### config.mk
export PLATFORM = sky130hd
export DESIGN_NAME = hazard_ctrl
export DESIGN_NICKNAME = d
export VERILOG_FILES = /design/src/rtl/hazard_ctrl_pkg.sv /design/src/rtl/hazard_ctrl_fwd_pick.sv /design/src/rtl/hazard_ctrl.sv
export SDC_FILE = /design/constraint.sdc
export NUM_CORES = 1
export LEC_CHECK = 0
export CORE_MARGIN = 4
export CORE_UTILIZATION = 25
export DETAILED_ROUTE_END_ITERATION = 7
export GPL_TIMING_DRIVEN = 0
export HOLD_SLACK_MARGIN = 0.12
export PLACE_DENSITY = 0.51
export SYNTH_ARGS = -nofsm -noshare
export SYNTH_HDL_FRONTEND = slang
export SYNTH_HIERARCHICAL = 1
export SYNTH_SLANG_ARGS = --single-unit
export TNS_END_PERCENT = 30
### constraint.sdc
create_clock -name clk -period 3.2 [get_ports clk]
set_clock_uncertainty 0.1 [all_clocks]
set_input_delay 0.32 -clock clk [delete_from_list [all_inputs] [get_ports clk]]
set_output_delay 0.32 -clock clk [all_outputs]
set_load 0.01 [all_outputs]
### src/rtl/hazard_ctrl_pkg.sv
// ---------------------------------------------------------------------------
// hazard_ctrl_pkg
//   Shared encodings for the hazard/forwarding controller and the forwarding
//   muxes that consume its select codes.
//   Contents:
//     MF_*      3-bit forward-select codes driven to the D/E/M forwarding muxes
//     KIND_*    result-source class of a producing instruction
//     TUSE_NONE tuse value meaning "operand never read"
//     MD_*      multiply/divide unit instruction class
//     tnewAtE   result age of an instruction as it enters E
//     tnewStep  one-stage ageing of a result age, saturating at zero
// ---------------------------------------------------------------------------
package hazard_ctrl_pkg;

    localparam logic [2:0] MF_RD   = 3'd0;
    localparam logic [2:0] MF_PC4E = 3'd1;
    localparam logic [2:0] MF_AO   = 3'd2;
    localparam logic [2:0] MF_PC4M = 3'd3;
    localparam logic [2:0] MF_WD   = 3'd4;

    localparam logic [1:0] KIND_ALU  = 2'd0;
    localparam logic [1:0] KIND_LOAD = 2'd1;
    localparam logic [1:0] KIND_LINK = 2'd2;

    localparam logic [1:0] TUSE_NONE = 2'd3;

    localparam logic [1:0] MD_NONE = 2'd0;
    localparam logic [1:0] MD_MULT = 2'd1;
    localparam logic [1:0] MD_DIV  = 2'd2;
    localparam logic [1:0] MD_HILO = 2'd3;

    // Unlisted kind encodings are treated like ALU results.
    function automatic logic [1:0] tnewAtE(input logic [1:0] kind);
        logic [1:0] t;
        case (kind)
            KIND_LOAD: t = 2'd2;
            KIND_LINK: t = 2'd0;
            default:   t = 2'd1;
        endcase
        return t;
    endfunction

    function automatic logic [1:0] tnewStep(input logic [1:0] t);
        return (t == 2'd0) ? 2'd0 : t - 2'd1;
    endfunction

endpackage

### src/rtl/hazard_ctrl_fwd_pick.sv
// ---------------------------------------------------------------------------
// fwd_pick
//   Forward-source selection for one consumer register. Finds the youngest
//   in-flight producer of r_i among the enabled stages (E > M > W) and turns
//   its result age into a forwarding select code.
//   Ports:
//     r_i          consumer register index (0 never forwards)
//     useE_i       consider the E-stage producer
//     useM_i       consider the M-stage producer
//     eA3_i/eTnew_i            E-stage destination and result age
//     mA3_i/mTnew_i/mKind_i    M-stage destination, result age, result kind
//     wA3_i        W-stage destination (W results are always ready)
//     sel_o        MF_* select code (MF_RD when no match or not ready)
//     notReady_o   winning producer exists but its result is not yet ready
//     tnew_o       result age of the winning producer (0 when none)
// ---------------------------------------------------------------------------
module fwd_pick
    import hazard_ctrl_pkg::*;
(
    input  logic [4:0] r_i,
    input  logic       useE_i,
    input  logic       useM_i,
    input  logic [4:0] eA3_i,
    input  logic [1:0] eTnew_i,
    input  logic [4:0] mA3_i,
    input  logic [1:0] mTnew_i,
    input  logic [1:0] mKind_i,
    input  logic [4:0] wA3_i,
    output logic [2:0] sel_o,
    output logic       notReady_o,
    output logic [1:0] tnew_o
);

    logic hitE;
    logic hitM;
    logic hitW;

    assign hitE = useE_i && (r_i != 5'd0) && (eA3_i == r_i);
    assign hitM = useM_i && (r_i != 5'd0) && (mA3_i == r_i);
    assign hitW = (r_i != 5'd0) && (wA3_i == r_i);

    // Only the youngest match matters; an older writer of the same register
    // holds a stale value. In E the only ready result is a link address.
    always_comb begin
        sel_o      = MF_RD;
        notReady_o = 1'b0;
        tnew_o     = 2'd0;
        if (hitE) begin
            tnew_o = eTnew_i;
            if (eTnew_i == 2'd0) begin
                sel_o = MF_PC4E;
            end else begin
                notReady_o = 1'b1;
            end
        end else if (hitM) begin
            tnew_o = mTnew_i;
            if (mTnew_i == 2'd0) begin
                sel_o = (mKind_i == KIND_LINK) ? MF_PC4M : MF_AO;
            end else begin
                notReady_o = 1'b1;
            end
        end else if (hitW) begin
            sel_o = MF_WD;
        end
    end

endmodule

### src/rtl/hazard_ctrl.sv
// ---------------------------------------------------------------------------
// hazard_ctrl
//   Producer-side hazard unit for the 5-stage pipeline. Keeps a shadow copy
//   of destination, result age (tnew) and result kind for the instructions
//   in E, M and W, plus the consumer indices of E (rs, rt) and M (rt), and
//   derives the forwarding selects and the D-stage stall from them.
//   Optional feature macro: HAZARD_MDU_EN adds a multiply/divide busy
//   counter that stalls HI/LO users in D while the unit is busy.
//   Ports:
//     clk, rst_n                   clock, asynchronous active-low reset
//     rs_d, rt_d                   D-stage source register indices
//     tuse_rs_d, tuse_rt_d         cycles until each source is needed (3 = never)
//     a3_d                         D-stage destination (0 = none)
//     kind_d                       D-stage result kind (ALU / LOAD / LINK)
//     md_d                         D-stage MDU class (used with HAZARD_MDU_EN)
//     stall                        freeze PC and IF/D, bubble into E
//     fsel_rs_d, fsel_rt_d         forward selects for D operands
//     fsel_rs_e, fsel_rt_e         forward selects for E operands
//     fsel_rt_m                    forward select for M store data
// ---------------------------------------------------------------------------
module hazard_ctrl
    import hazard_ctrl_pkg::*;
#(
    parameter int MULT_CYC = 5,
    parameter int DIV_CYC  = 10
)
(
    input  logic       clk,
    input  logic       rst_n,
    input  logic [4:0] rs_d,
    input  logic [4:0] rt_d,
    input  logic [1:0] tuse_rs_d,
    input  logic [1:0] tuse_rt_d,
    input  logic [4:0] a3_d,
    input  logic [1:0] kind_d,
    input  logic [1:0] md_d,
    output logic       stall,
    output logic [2:0] fsel_rs_d,
    output logic [2:0] fsel_rt_d,
    output logic [2:0] fsel_rs_e,
    output logic [2:0] fsel_rt_e,
    output logic [2:0] fsel_rt_m
);

    logic [4:0] eA3_q, eA3_d;
    logic [1:0] eTnew_q, eTnew_d;
    logic [1:0] eKind_q, eKind_d;
    logic [4:0] eRs_q, eRs_d;
    logic [4:0] eRt_q, eRt_d;
    logic [4:0] mA3_q, mA3_d;
    logic [1:0] mTnew_q, mTnew_d;
    logic [1:0] mKind_q, mKind_d;
    logic [4:0] mRt_q, mRt_d;
    logic [4:0] wA3_q, wA3_d;

    logic       rsNotReady, rtNotReady;
    logic [1:0] rsTnew, rtTnew;
    logic       regStall;
    logic       mdStall;

    logic       rsENotReady, rtENotReady, rtMNotReady;
    logic [1:0] rsETnew, rtETnew, rtMTnew;
    logic       unusedSink;

    // D-stage consumers look at every in-flight stage.
    fwd_pick u_pick_rs_d (
        .r_i(rs_d), .useE_i(1'b1), .useM_i(1'b1),
        .eA3_i(eA3_q), .eTnew_i(eTnew_q),
        .mA3_i(mA3_q), .mTnew_i(mTnew_q), .mKind_i(mKind_q),
        .wA3_i(wA3_q),
        .sel_o(fsel_rs_d), .notReady_o(rsNotReady), .tnew_o(rsTnew)
    );

    fwd_pick u_pick_rt_d (
        .r_i(rt_d), .useE_i(1'b1), .useM_i(1'b1),
        .eA3_i(eA3_q), .eTnew_i(eTnew_q),
        .mA3_i(mA3_q), .mTnew_i(mTnew_q), .mKind_i(mKind_q),
        .wA3_i(wA3_q),
        .sel_o(fsel_rt_d), .notReady_o(rtNotReady), .tnew_o(rtTnew)
    );

    // E-stage consumers can only be fed by older instructions in M and W.
    fwd_pick u_pick_rs_e (
        .r_i(eRs_q), .useE_i(1'b0), .useM_i(1'b1),
        .eA3_i(eA3_q), .eTnew_i(eTnew_q),
        .mA3_i(mA3_q), .mTnew_i(mTnew_q), .mKind_i(mKind_q),
        .wA3_i(wA3_q),
        .sel_o(fsel_rs_e), .notReady_o(rsENotReady), .tnew_o(rsETnew)
    );

    fwd_pick u_pick_rt_e (
        .r_i(eRt_q), .useE_i(1'b0), .useM_i(1'b1),
        .eA3_i(eA3_q), .eTnew_i(eTnew_q),
        .mA3_i(mA3_q), .mTnew_i(mTnew_q), .mKind_i(mKind_q),
        .wA3_i(wA3_q),
        .sel_o(fsel_rt_e), .notReady_o(rtENotReady), .tnew_o(rtETnew)
    );

    // Store data in M can only come from W.
    fwd_pick u_pick_rt_m (
        .r_i(mRt_q), .useE_i(1'b0), .useM_i(1'b0),
        .eA3_i(eA3_q), .eTnew_i(eTnew_q),
        .mA3_i(mA3_q), .mTnew_i(mTnew_q), .mKind_i(mKind_q),
        .wA3_i(wA3_q),
        .sel_o(fsel_rt_m), .notReady_o(rtMNotReady), .tnew_o(rtMTnew)
    );

    // A D operand stalls when its producer needs more cycles than the
    // consumer can wait. tuse of 3 can never be exceeded (tnew <= 2).
    assign regStall = (rsNotReady && (rsTnew > tuse_rs_d)) ||
                      (rtNotReady && (rtTnew > tuse_rt_d));

    assign stall = regStall | mdStall;

`ifdef HAZARD_MDU_EN
    logic [1:0] eMd_q, eMd_d;
    logic [3:0] mduCnt_q, mduCnt_d;
    logic       eMdStart;

    assign eMdStart = (eMd_q == MD_MULT) || (eMd_q == MD_DIV);

    // The counter is loaded once the start instruction sits in E, so the
    // start cycle itself is covered by eMdStart rather than the counter.
    assign mdStall = (md_d != MD_NONE) && ((mduCnt_q != 4'd0) || eMdStart);

    // Bubbles carry MD_NONE, so a stalled start never reloads the counter.
    always_comb begin
        eMd_d    = stall ? MD_NONE : md_d;
        mduCnt_d = mduCnt_q;
        if (eMdStart) begin
            mduCnt_d = (eMd_q == MD_MULT) ? 4'(MULT_CYC) : 4'(DIV_CYC);
        end else if (mduCnt_q != 4'd0) begin
            mduCnt_d = mduCnt_q - 4'd1;
        end
    end

    always_ff @(posedge clk or negedge rst_n) begin
        if (!rst_n) begin
            eMd_q    <= MD_NONE;
            mduCnt_q <= 4'd0;
        end else begin
            eMd_q    <= eMd_d;
            mduCnt_q <= mduCnt_d;
        end
    end

    assign unusedSink = ^{rsENotReady, rtENotReady, rtMNotReady,
                          rsETnew, rtETnew, rtMTnew};
`else
    // Without the MDU the md class and cycle counts have no effect.
    assign mdStall    = 1'b0;
    assign unusedSink = ^{rsENotReady, rtENotReady, rtMNotReady,
                          rsETnew, rtETnew, rtMTnew,
                          md_d, 4'(MULT_CYC), 4'(DIV_CYC)};
`endif

    // Shadow pipeline advance: a stall drops a bubble into E while M and W
    // keep moving. W results are always ready, so W keeps no age.
    always_comb begin
        eA3_d   = stall ? 5'd0 : a3_d;
        eTnew_d = stall ? 2'd0 : tnewAtE(kind_d);
        eKind_d = stall ? KIND_ALU : kind_d;
        eRs_d   = stall ? 5'd0 : rs_d;
        eRt_d   = stall ? 5'd0 : rt_d;
        mA3_d   = eA3_q;
        mTnew_d = tnewStep(eTnew_q);
        mKind_d = eKind_q;
        mRt_d   = eRt_q;
        wA3_d   = mA3_q;
    end

    always_ff @(posedge clk or negedge rst_n) begin
        if (!rst_n) begin
            eA3_q   <= 5'd0;
            eTnew_q <= 2'd0;
            eKind_q <= KIND_ALU;
            eRs_q   <= 5'd0;
            eRt_q   <= 5'd0;
            mA3_q   <= 5'd0;
            mTnew_q <= 2'd0;
            mKind_q <= KIND_ALU;
            mRt_q   <= 5'd0;
            wA3_q   <= 5'd0;
        end else begin
            eA3_q   <= eA3_d;
            eTnew_q <= eTnew_d;
            eKind_q <= eKind_d;
            eRs_q   <= eRs_d;
            eRt_q   <= eRt_d;
            mA3_q   <= mA3_d;
            mTnew_q <= mTnew_d;
            mKind_q <= mKind_d;
            mRt_q   <= mRt_d;
            wA3_q   <= wA3_d;
        end
    end

endmodule

==> summary.txt, run 1 <==
Reg-to-reg startpoint -> eA3_q[2]
Min cycle time layout -> 3.146 ns
Combinational power share -> 17.8%
Via count -> 2,081
Starting density of the core -> 25.68%
Crit path from -> eA3_q[2]
Power share of the clock group -> 43.7%
Slew Viols, Final -> 0
Remaining DRCs -> 0
Final Hold Fails -> 0
CTS tree -> built
Max Clock Freq -> 317.9 MHz
Initial antenna violation count -> 0
Clock root buffer -> clkbuf_16
Core Region -> 0.01094 sq mm
Crit. End Element -> output port
Vias in the first global route -> 2,272
Nets -> 357
Max Cap Violations -> 0
Total track usage -> 12.17%
Antenna diodes -> 0
Worst-margin pin slew -> 0.8576 ns
Clock Tree Buf Depth -> 2
Worst VDD drop -> 0.0002272 V
DRT Pass-1 Iters -> 4
DR WL/cell -> 15.96 um
Design area -> 0.003765 sq mm
P_leak -> 1.471 nW
Via/cell ratio -> 4.447
Sum Neg Setup Slack -> 0 ns
Hold Crit Class -> flop to flop
Global-route wire length before repair -> 12,230 um
Ports -> 41
Hpwl dp -> 5501 um
Outcome -> finished, final reports clean
Area growth syn-to-layout -> 34.09%
HP Start -> eKind_q[0]
CP Launch Type -> flop
Number of buffers added on ports -> 36
Clock-pin slew on the worst setup and hold paths -> 0.06 ns
Worst Setup Path Type -> flop to output port
Sw Ratio -> 25.48%
Fillers -> 1,104
Die height -> 114.0 um
Post-route ant nets -> 0
Sink Count -> 38
Post-Syn Area -> 0.002808 sq mm
GRT overflow -> 0
Die width -> 114.0 um
Share of layout cells above drive strength 1 -> 29.57%
# rows -> 38
CP required -> 2.78 ns
Arr. time, crit path -> 2.73 ns
Switch Pwr -> 0.0003743 W
P per Cell Area -> 390.2 mW/mm^2
Synthesized instance count -> 258
Seq pwr share -> 38.5%
Max FO, Critical Path -> 4
Avg Inst Size Synth -> 10.88 sq um
Number of setup violations in the final report -> 0
Int Power -> 0.001095 W
Iteration-0 DRC Markers -> 64
Die area -> 0.01299 sq mm
H-tree levels -> 2
Num CTS Buffers -> 5
Ys Warns -> 6
Reg2reg setup slack -> 0.41 ns
Routed WL -> 7468 um
Worst skew pair latency -> 0.28 ns
Tcrit/Tclk final -> 98.31%
Rel. slew slack -> 42.82%
Largest net degree at the start of global routing -> 39
Cell Area, Placed -> 0.003368 sq mm
Worst hold slack -> 0.2518 ns
Routability congestion estimate from global placement -> 0.7770
## worst paths after layout
check                             endpoint  depth (start not counted)
worst min-delay path            mKind_q[0]                          0
max in group asynchronous         eA3_q[2]                          2
worst min register to register  mKind_q[0]                          0
worst max register to register    eRt_q[1]                         11
min in group asynchronous         mA3_q[3]                          2
worst max-delay path                 stall                         11
## routing by layer
metal  vias up  share of wire [%]  global-route usage [%]
met5         -                  0                       0
met4         0                1.2                   3.246
met3         9                3.1                   2.281
met2        35                 50                   20.88
met1      1017                 45                   15.68
li1       1020                  -                       -
## placed cells by master, fill, tap and decap left out, drive strengths merged, types with 3 or more instances in the layout
cell type      instances
mux2                   9
and3b                  5
nor2b                  3
ha                     5
nand3b                 5
clkdlybuf4s50         24
buf                   29
o211ai                 5
or4                   10
nor2                  20
conb                  10
nand3                  5
nand4                 10
inv                    9
xnor2                 55
dfrtp                 38
nor3b                 18
nor4                   5
nor3                  15
dlygate4sd2            4
xor2                  20
clkbuf                 9
## power groups by stage
stage                     Clock [W]  Combinational [W]  Sequential, W
final                      0.000642           0.000261       0.000566
after global routing       0.000675           0.000287       0.000572
after CTS                  0.000651           0.000255       0.000567
after detailed placement          0           0.000238       0.000578
after global placement            0           0.000234       0.000578
after floorplan                   0           0.000167       0.000554
## repair_timing
item                                    in CTS  in global routing
hold endpoints to repair                    38                  0
cloned                                       0                  0
buffers inserted                            13                  6
pin swaps                                   12                 14
endpoints found under the setup margin       1                  1
hold buffers                                 1                  0
resized for setup                           38                 17
## per-stage QoR
step / total power [W] / worst slack [ns] / cells / utilization (%)
floorplan: 0.0007210 / 0.3203 / 266 / -
global placement: 0.0008115 / -0.8397 / 442 / 30.85
detailed placement: 0.0008158 / -0.8337 / 442 / 30.80
CTS: 0.001472 / -0.1225 / 464 / 34.19
global route: 0.001533 / -0.03710 / 468 / 34.43
finish: 0.001469 / 0.05396 / 468 / 34.43
## flip-flops by register name, indices dropped and copies added (netlist names)
register / flops
eKind_q: 2
mKind_q: 2
eTnew_q: 2
mRt_q: 5
eRt_q: 5
eRs_q: 5
mTnew_q: 2
mA3_q: 5
wA3_q: 5
eA3_q: 5
## final cells by class
class	instances	area [sq um]	share of cell area, %
multi-input cells	210	1871	49.68
repair buffers	56	478.0	12.70
clock inverters	3	68.82	1.828
plain buffers	7	53.80	1.429
well taps	140	175.2	4.653
flip-flops and latches	38	959.7	25.49
clock buffers	5	125.1	3.323
inverters	9	33.78	0.8973
## critical path, stage by stage (launching register included)
cell	delay, ns
dfrtp_2	0.47
xnor2_1	0.17
nand4_1	0.16
nor4_4	0.29
buf_4	0.19
mux2_4	0.29
inv_2	0.06
ha_4	0.11
nor2b_1	0.04
o211a_1	0.27
or2_1	0.24
buf_2	0.14
(Power assumes the default switching activity.)
==> run 2: changes to the inputs <==
--- a/config.mk
+++ b/config.mk
@@ -5,7 +5,7 @@
 export SDC_FILE = /design/constraint.sdc
 export NUM_CORES = 1
 export LEC_CHECK = 0
-export CORE_MARGIN = 4
+export CORE_MARGIN = 2
 export CORE_UTILIZATION = 25
 export DETAILED_ROUTE_END_ITERATION = 7
 export GPL_TIMING_DRIVEN = 0
==> summary.txt, run 2 (synthesis gave the netlist of run 1 again) <==
Slew Viols, Final -> 0 (unchanged)
Clock root buffer -> clkbuf_8
Via count -> 2,089 (+0.38%)
Sink Count -> 38 (unchanged)
Final Hold Fails -> 0 (unchanged)
Hold endpoint -> mKind_q[1]
Die width -> 110.0 um (-3.5%)
H-tree levels -> 2 (unchanged)
CP Launch Type -> input pin
Outcome -> finished, violations left
Iteration-0 DRC Markers -> 101 (+58%)
Max FO, Critical Path -> 5 (+1)
Reg-to-reg startpoint -> eA3_q[3]
Post-route ant nets -> 0 (unchanged)
Post-layout util -> 34.42% (about the same)
Number of buffers added on ports -> 36 (unchanged)
Worst-margin pin slew -> 0.8694 ns (+0.01178 ns)
# rows -> 38 (unchanged)
Tcrit/Tclk final -> 102.0% (+3.7 points)
Hpwl dp -> 5504 um (about the same)
Ports -> 41 (unchanged)
P per Cell Area -> 332.6 mW/mm^2 (-15%)
Violated checks -> setup timing
Via/cell ratio -> 4.454 (+0.17%)
Core Region -> 0.01089 sq mm (-0.44%)
Worst skew pair latency -> 0.30 ns (+0.02 ns)
DRT Pass-1 Iters -> 4 (unchanged)
Total power -> 0.001246 W (-15%)
Most frequent cells in the layout -> 49 x xnor2_1, 33 x dfrtp_1, 25 x clkdlybuf4s50_1, 20 x xor2_1, 16 x buf_4
Crit Reg-Reg Endpoint -> eRt_q[1]
Arr. time, crit path -> 2.84 ns (+0.11 ns)
Antenna diodes -> 0 (unchanged)
Global-route wire length before repair -> 11,750 um (-3.9%)
Initial antenna violation count -> 0 (unchanged)
Min cycle time layout -> 3.263 ns (+0.1169 ns)
Nets -> 358 (+0.28%)
Remaining DRCs -> 0 (unchanged)
Rel. slew slack -> 42.04% (-0.79 points)
Hold path depth -> 0 (unchanged)
HP Start -> eKind_q[1]
Clock-pin slew on the worst setup and hold paths -> 0.08 ns (+0.02 ns)
Die height -> 110.0 um (-3.5%)
Reg2reg setup slack -> 0.21 ns (-0.20 ns)
Largest net degree at the start of global routing -> 39 (unchanged)
Routed WL -> 7424 um (-0.59%)
Total track usage -> 13.07% (+0.90 points)
Area growth syn-to-layout -> 33.47%
Fillers -> 1,116 (+1.1%)
Hold Crit Class -> flop to flop
Die area -> 0.01209 sq mm (-6.9%)
Depth of the worst register-to-register path -> 14 (+3)
GRT overflow -> 0 (unchanged)
Most common cell after layout, fill and taps aside -> xnor2_1
Share of layout cells above drive strength 1 -> 28.88% (-0.70 points)
Number of setup violations in the final report -> 1 (+1)
Unrepaired setup endpoints after global routing -> yes
CTS tree -> built
DR WL/cell -> 15.83 um (-0.80%)
Clock Tree Buf Depth -> 2 (unchanged)
Vias in the first global route -> 2,136 (-6.0%)
CP required -> 2.78 ns (about the same)
Starting density of the core -> 25.79% (+0.11 points)
Max Cap Violations -> 0 (unchanged)
Num CTS Buffers -> 5 (unchanged)
Crit. End Element -> output port
Max Clock Freq -> 306.5 MHz (-3.6%)
Final worst slack -> -0.06296 ns (-0.1169 ns)
Worst Setup Path Type -> input pin to output port
Worst VDD drop -> 0.0001664 V (-27%)
P_leak -> 1.457 nW (-0.94%)
Routability congestion estimate from global placement -> 0.7842 (+0.93%)
run 2: cell count changes in the layout (fill, tap and decap cells not counted), sizes merged:
cell,delta
clkbuf,-4
dlygate4sd2,+4
clkinvlp,+2
bufinv,-1
clkdlybuf4s15,-1
clkdlybuf4s50,+1
clkinv,-1
dlymetal6s2s,+1
run 2: area by class of cell:
cell class / count / area [sq um] / area share, %
Buffer: 7 / 47.55 / 1.269
Clock buffer: 5 / 68.82 / 1.836
Clock inverter: 3 / 45.04 / 1.202
Inverter: 9 / 36.28 / 0.9683
Multi-Input combinational cell: 210 / 1899 / 50.68
Sequential cell: 38 / 957.2 / 25.54
Tap cell: 140 / 175.2 / 4.674
Timing Repair Buffer: 57 / 518.0 / 13.82
run 2: worst max-delay path by stage:
stage                         from  endpoint  slack [ns]  cells past startpoint
final                      rt_d[2]     stall       -0.06                     10
after global routing      eA3_q[3]     stall       -0.17                     12
after CTS                 eA3_q[2]     stall       -0.19                     12
after detailed placement   rt_d[4]     stall       -0.84                     11
after global placement     rt_d[4]     stall       -0.84                     11
after floorplan            rs_d[0]     stall        0.32                      9
run 2: metal layers:
layer	up-vias	wire, um	track usage, %
li1	1022	-	-
met1	1027	3348	17.11
met2	33	3739	22.44
met3	7	277	2.234
met4	0	58	2.984
met5	-	0	0
run 2: through the flow:
stage | cells | cell area, sq um | hold slack [ns] | TNS [ns] | setup WS (ns)
2_1_floorplan | 266 | 2838 | -0.07559 | 0 | 0.3203
4_1_cts | 465 | 3666 | 0.2529 | -0.1942 | -0.1942
5_1_grt | 469 | 3747 | 0.2574 | -0.1652 | -0.1652
3_3_place_gp | 442 | 3373 | 0.2345 | -2.947 | -0.8410
3_5_place_dp | 442 | 3368 | 0.2347 | -3.005 | -0.8431
6_report | 469 | 3747 | 0.2514 | -0.06296 | -0.06296
run 2: timing repair:
action / CTS / global route
setup buffers: 14 / 6
hold buffers: 1 / 0
setup endpoints to repair: 1 / 1
resized for setup: 30 / 14
hold endpoints to repair: 38 / 0
pin swaps: 7 / 8
run 2: worst max-delay path, stage by stage:
cell           delay [ns]
dlygate4sd2_1        0.33
or4_4                0.58
o211ai_4             0.25
nor3_1               0.08
mux2_4               0.29
ha_4                 0.21
nor2b_1              0.12
o211a_1              0.27
or2_1                0.24
buf_2                0.14
run 2: power by group:
part	leakage, nW	internal [W]	switching, W
Clock	0.0504	0.000232	0.000183
Sequential	0.443	0.000507	0.0000556
Combinational	0.964	0.000143	0.000126
Total	1.46	0.000882	0.000365
